[config.mk]
export PLATFORM = sky130hd
export DESIGN_NAME = spi_serializer
export DESIGN_NICKNAME = d
export VERILOG_FILES = /design/src/rtl/spi_serializer.sv
export SDC_FILE = /design/constraint.sdc
export NUM_CORES = 1
export LEC_CHECK = 0
export CORE_AREA = 2 2 51 53
export DETAILED_ROUTE_END_ITERATION = 10
export DIE_AREA = 0 0 53 55
export PLACE_DENSITY_LB_ADDON = 0.25
export SLEW_MARGIN = 20
export SYNTH_ARGS = -nofsm -noshare
export SYNTH_HDL_FRONTEND = slang
export SYNTH_SLANG_ARGS = --single-unit
[constraint.sdc]
create_clock -name clk -period 1.5 [get_ports clk]
set_clock_uncertainty 0.15 [all_clocks]
set_input_delay 0.15 -clock clk [delete_from_list [all_inputs] [get_ports clk]]
set_output_delay 0.15 -clock clk [all_outputs]
set_load 0.01 [all_outputs]
[src/rtl/spi_serializer.sv]
// spi_serializer: parallel-in / serial-out SPI transmitter with a one-word holding buffer.
// Build option SPI_SERIALIZER_LSB_FIRST_EN: when defined, words are shifted out LSB first.
module spi_serializer #(
  parameter int WIDTH = 8
) (
  input  logic             clk,
  input  logic             rst,
  input  logic             enable,
  input  logic             i_valid,
  input  logic [WIDTH-1:0] i_data,
  output logic             o_ready,
  output logic             o_bit,
  output logic             o_busy,
  output logic             o_done
);

  localparam int CW = $clog2(WIDTH);

  localparam logic [0:0] ST_IDLE  = 1'b0;
  localparam logic [0:0] ST_SHIFT = 1'b1;

  localparam logic [CW-1:0] CNT_ZERO = CW'(0);
  localparam logic [CW-1:0] CNT_ONE  = CW'(1);
  localparam logic [CW-1:0] CNT_LAST = CW'(WIDTH - 1);

  function automatic logic [WIDTH-1:0] f_shift_next(input logic [WIDTH-1:0] v);
`ifdef SPI_SERIALIZER_LSB_FIRST_EN
    f_shift_next = {1'b0, v[WIDTH-1:1]};
`else
    f_shift_next = {v[WIDTH-2:0], 1'b0};
`endif
  endfunction

  function automatic logic f_line_bit(input logic [WIDTH-1:0] v);
`ifdef SPI_SERIALIZER_LSB_FIRST_EN
    f_line_bit = v[0];
`else
    f_line_bit = v[WIDTH-1];
`endif
  endfunction

  logic [0:0]       r_state;
  logic [WIDTH-1:0] r_shift;
  logic [WIDTH-1:0] r_buf;
  logic             r_buf_full;
  logic [CW-1:0]    r_cnt;
  logic             r_done;

  logic [0:0]       w_state_nxt;
  logic [WIDTH-1:0] w_shift_nxt;
  logic [CW-1:0]    w_cnt_nxt;
  logic             w_done_nxt;
  logic             w_take_buf;
  logic             w_accept;
  logic             w_buf_full_nxt;

  assign w_accept = i_valid & ~r_buf_full;

  // Sequencing: buffer-to-shifter transfer, per-strobe shifting and end-of-word handling.
  always_comb begin
    w_state_nxt = r_state;
    w_shift_nxt = r_shift;
    w_cnt_nxt   = r_cnt;
    w_done_nxt  = 1'b0;
    w_take_buf  = 1'b0;
    case (r_state)
      ST_IDLE: begin
        if (r_buf_full) begin
          w_take_buf  = 1'b1;
          w_shift_nxt = r_buf;
          w_cnt_nxt   = CNT_ZERO;
          w_state_nxt = ST_SHIFT;
        end else begin
          w_state_nxt = ST_IDLE;
        end
      end
      ST_SHIFT: begin
        if (enable) begin
          if (r_cnt == CNT_LAST) begin
            w_done_nxt = 1'b1;
            // A waiting word follows immediately so the line sees no idle bit.
            if (r_buf_full) begin
              w_take_buf  = 1'b1;
              w_shift_nxt = r_buf;
              w_cnt_nxt   = CNT_ZERO;
              w_state_nxt = ST_SHIFT;
            end else begin
              w_shift_nxt = f_shift_next(r_shift);
              w_cnt_nxt   = CNT_ZERO;
              w_state_nxt = ST_IDLE;
            end
          end else begin
            w_shift_nxt = f_shift_next(r_shift);
            w_cnt_nxt   = r_cnt + CNT_ONE;
          end
        end else begin
          w_state_nxt = ST_SHIFT;
        end
      end
      default: begin
        w_state_nxt = ST_IDLE;
        w_shift_nxt = {WIDTH{1'b0}};
        w_cnt_nxt   = CNT_ZERO;
      end
    endcase
  end

  // Holding-buffer occupancy: an accept and a transfer never fall on the same edge.
  always_comb begin
    if (w_accept) begin
      w_buf_full_nxt = 1'b1;
    end else if (w_take_buf) begin
      w_buf_full_nxt = 1'b0;
    end else begin
      w_buf_full_nxt = r_buf_full;
    end
  end

  // State, shifter, counter and done registers.
  always_ff @(posedge clk or negedge rst) begin
    if (!rst) begin
      r_state <= ST_IDLE;
      r_shift <= {WIDTH{1'b0}};
      r_cnt   <= CNT_ZERO;
      r_done  <= 1'b0;
    end else begin
      r_state <= w_state_nxt;
      r_shift <= w_shift_nxt;
      r_cnt   <= w_cnt_nxt;
      r_done  <= w_done_nxt;
    end
  end

  // Holding buffer capture on the accepting edge.
  always_ff @(posedge clk or negedge rst) begin
    if (!rst) begin
      r_buf      <= {WIDTH{1'b0}};
      r_buf_full <= 1'b0;
    end else begin
      r_buf_full <= w_buf_full_nxt;
      if (w_accept) begin
        r_buf <= i_data;
      end else begin
        r_buf <= r_buf;
      end
    end
  end

  assign o_ready = ~r_buf_full;
  assign o_busy  = (r_state == ST_SHIFT);
  assign o_bit   = (r_state == ST_SHIFT) ? f_line_bit(r_shift) : 1'b0;
  assign o_done  = r_done;

endmodule

# After elaboration in Yosys (flattened, before gate mapping)
# Index checks and enable logic that the tools add are counted.
# Widths: inputs -> output; s select.
[totals] wordCells=37 register_bits=22 input_bits=12 out_inout_bits=4
[classes] n_mux=22 add_sub_neg=1 n_bitwise=3 n_eq_ne=3 reduce_logical=2
[ops] op="$mux 8" count=4
[ops] op="$pmux 8 s2" count=1
[ops] op="$mux 1" count=11
[ops] op="$mux 3" count=3
[ops] op="$pmux 3 s2" count=1
[ops] op="$ne 2x2->1 const B" count=2
[ops] op="$pmux 1 s2" count=2
[ops] op="$add 3x1->3 const B" count=1
[ops] op="$eq 3x3->1 const B" count=1
[ops] op="$not 1->1" count=2
[ops] op="$reduce_and 2->1" count=1
[ops] op="$reduce_bool 2->1" count=1
[ops] op="$and 1x1->1" count=1

# Logic depth before layout (Yosys ltp)
[depth] ltp_word=6 depth_mapped=6 mapped_depth_nobuf=5

# Least setup slack after synthesis
# OpenSTA, ideal clock, no wires.
[synth_path] kind="flip-flop to flip-flop" start="register r_cnt[0]" end="register r_shift[1]" arrival_ps=1316 path_stages_with_launch=7 setup_time_ps=123 synth_period_minus_slack_ps=1589 setup_slack_ps=-89 path_buffers=1 required_ps=1227 path_cell_list="dfrtp_1 ha_1 ha_1 a21boi_2 buf_6 mux2i_1 a21oi_1"
[synth_between] elab_chain_cells=4
[synth_rtl] element="start: declaration" line_no="46" source="logic [CW-1:0] r_cnt;"
[synth_rtl] element="start signal: assignment" line_no="129" source="r_cnt <= w_cnt_nxt;"
[synth_rtl] element="$eq 3x3->1" line_no="79" source="if (r_cnt == CNT_LAST) begin"
[synth_rtl] element="$mux 8" line_no="79"
[synth_rtl] element="$mux 8" line_no="78" source="if (enable) begin"
[synth_rtl] element="$pmux 8 s2" line_no="66" source="case (r_state)"
[synth_rtl] element="end signal: assignment" line_no="123" source="r_shift <= {WIDTH{1'b0}};"
[synth_rtl] element="end signal: assignment" line_no="128" source="r_shift <= w_shift_nxt;"
[synth_rtl] element="end: declaration" line_no="43" source="logic [WIDTH-1:0] r_shift;"
# No other way between the ends. The select of a mux whose other input is x is not followed.
# A chain may end at the register's enable or synchronous reset.

# Worst setup path after layout
[layout_path] start="register r_cnt[0]" end="register r_shift[5]"
# Same word-level chain as after synthesis.

==> reports/qor.yml <==
startpoint: "r_cnt[0]"
core_area_um2: 2360
ys_warn_count: 0
num_rows: 18
die-area_um2: 2920
cts_tree: "yes"
routedWlPerCell_um: 12.8
p_leak_nw: 0.665
synthFlopType: "dfrtp_1"
p_int_mw: 1.69
fill_cells: 203
synth_area_um2: 1020
crit_buf_inv: 1
drc_errors: 0
yosys.cell_count.top_type: "dfrtp_1"
grt_max_degree: 23
grtUsageMet3_pct: 4.84
grt_util_met2_pct: 23.5
place_ws_ns: -0.0843
layout.nets: 123
fp.dieH_um: 55
max_freq_ghz: 0.633
vias: 692
clockPowerShare_pct: 18.7
clk-insertion-delay-late_ns: 0.31
synth.distinct_cells: 22
grt_remaining_overflow: 0
grt_usage_pct: 14.0
synth_cells: 81
antennaDiodeCount: 0
grt_pass1_wl_um: 2900
io_buffers: 15
crit_type: "register to register"
setup_slack_ns: -0.0787
path_clk_slew_ns: 0.12
crit_arrival_ns: 1.62
end_kind: "register"
dr.pass1.iters: 4
cts_root_buf: "clkbuf_4"
die_x_um: 53
p_comb_share_pct: 39.0
seq_area_frac_synth_pct: 54.0
hold_path_class: "primary input to async pin"
place.gp.congestion: 0.746
min_period_ns: 1.58
fin_crit_sh_pct: 105
final_area_um2: 1370
outcome: "complete, but fails checks"
synth_top_cell_by_area: "dfrtp_1"
crit_required_ns: 1.54
drv_cap: 0
fin_setup_tns_ns: -0.456
synth_edf_count: 0
vias_per_cell: 5.01
cts_num_sinks: 22
syn_to_final_growth_pct: 34.0
finalHoldViolations: 0
clock_path_buffers: 2
seqPwrFrac_pct: 42.3
critPathMaxFanout: 7
worstMarginPinSlew_ns: 0.277
ys_top_cells_by_area: "dfrtp_1 54%, mux2_2 11%, mux2i_1 8.8%"
avgSynthCellArea_um2: 12.6
met1_usage_pct: 17.7
routed_wirelength_um: 1770
cts_made_buffers: 3
max_stage_delay_ns: 0.41
rsz0062_at_grt: "yes"
synthArstFlopShare_pct: 100
switching_power_mw: 0.682
cts-htree-levels: 1
ir_drop_mv: 1.25
r2r_start: "r_cnt[0]"
start_kind: "register"
final_antenna_net_count: 0
grt_pass1_vias: 661
drive_gt1_share_pct: 34.3
synth_commonest_cells: "22 x dfrtp_1, 10 x mux2_2, 9 x mux2i_1"
grt.busiest_layer: "met2"
synth_top_area_share_pct: 54.0
start_util_pct: 43.1
slew_headroom_pct: 81.5
slew_violations: 0
crit_chain: "ha_2, ha_4, a21boi_4, buf_12, mux2i_1, a21oi_1"
antenna_found_initial: 0
timing.hold.ws_ns: 0.0189
critPathTopFamily: "flip-flops"
ys_seq_elements: 22
critPathSlowestCell: "dfrtp_1"
power_density_nw_per_um2: 1740
violations: "negative setup slack"
stdcell_count: 138
placed_area_um2: 1260
io_pins: 16
drt_iter0_drc: 9
place_hpwl_um: 1280
setup_violations: 8
synth_nets: 95
dpl.cell_count: 131
switching_share_pct: 28.7
## final timing paths
check / cells after the start / end / slack, ns
max in group asynchronous: 2 / o_busy / 0.94
hold / removal: 2 / r_cnt[0] / 0.02
min in group clk: 2 / r_buf[4] / 0.29
setup / recovery: 6 / r_shift[5] / -0.08
hold reg to reg: 1 / r_buf[5] / 0.38
setup reg to reg: 6 / r_shift[5] / -0.08
## per-stage QoR
step | total power [mW] | util (%)
final | 2.37 | 57.8
after global routing | 2.52 | 57.8
after CTS | 2.37 | 57.0
after detailed placement | 1.88 | 53.4
after global placement | 1.86 | 53.4
after floorplan | 1.59 | -
## layout make-up
type / instances / area, um2 / share of cell area, %
Sequential cell: 22 / 553 / 40.5
Multi-Input combinational cell: 52 / 449 / 32.9
Timing Repair Buffer: 29 / 270 / 19.8
Tap cell: 30 / 37.5 / 2.75
Clock inverter: 1 / 30.0 / 2.20
Clock buffer: 3 / 22.5 / 1.65
Inverter: 1 / 3.75 / 0.275
## layer usage
layer,up-vias,wire length [um],share of wire (%)
met4,0,10,0.57
li1,341,-,-
met1,334,825,47
met2,15,832,47
met3,2,99,5.6
met5,-,0,0
## sequential cells by signal, indices dropped and copies added (netlist names)
signal,flops
r_buf,8
r_shift,8
r_cnt,3
o_busy,1
o_done,1
r_buf_full,1
## power groups by stage
stage	clock, mW	sequential, mW	combinational (mW)
5_1_grt	0.475	1.03	1.01
6_report	0.444	1.00	0.924
2_1_floorplan	0	0.973	0.619
3_3_place_gp	0	1.03	0.830
4_1_cts	0.458	1.00	0.906
3_5_place_dp	0	1.04	0.849
## logic make-up (layout without fill, tap and decap cells)
logic type	count (synthesis)	in the layout	share of synthesized area, %
DFF	22	22	54.0
adders and majority gates	2	2	2.45
and+or+nand+nor	17	17	7.86
AOI/OAI and AO/OA	13	13	8.71
muxes	20	20	21.3
buffers and inverters	7	34	5.64
## what timing repair did
action / CTS / global route
pin swaps: 10 / 0
hold endpoints to repair: 0 / 0
gates cloned: 0 / 0
gates resized for setup: 7 / 4
hold buffers: 0 / 0
buffers inserted: 3 / 0
setup endpoints to repair: 11 / 16
## placed cells by master (no fill, tap or decap)
master | synthesis | final
a21oi_1 | 7 | 7
a22o_1 | 3 | 3
nand3b_1 | 1 | 1
mux2_2 | 10 | 10
ha_2 | 0 | 1
mux2_4 | 1 | 1
and3_1 | 1 | 1
mux2i_1 | 9 | 9
clkbuf_4 | 0 | 3
nor2b_4 | 0 | 1
buf_6 | 3 | 1
and2_1 | 1 | 1
clkdlybuf4s50_1 | 0 | 11
dlygate4sd2_1 | 0 | 3
dfrtp_1 | 22 | 20
nor2_1 | 8 | 8
dfrtp_2 | 0 | 2
buf_4 | 2 | 12
nand2b_4 | 0 | 1
inv_1 | 1 | 1
ha_4 | 0 | 1
buf_12 | 0 | 1
o211ai_1 | 1 | 1
a31o_2 | 1 | 1
bufinv_16 | 0 | 1
a21boi_4 | 0 | 1
nand4_1 | 1 | 1
dlymetal6s2s_1 | 0 | 1
nand2_1 | 3 | 3
Note: power is estimated with default switching activity, not from simulation.
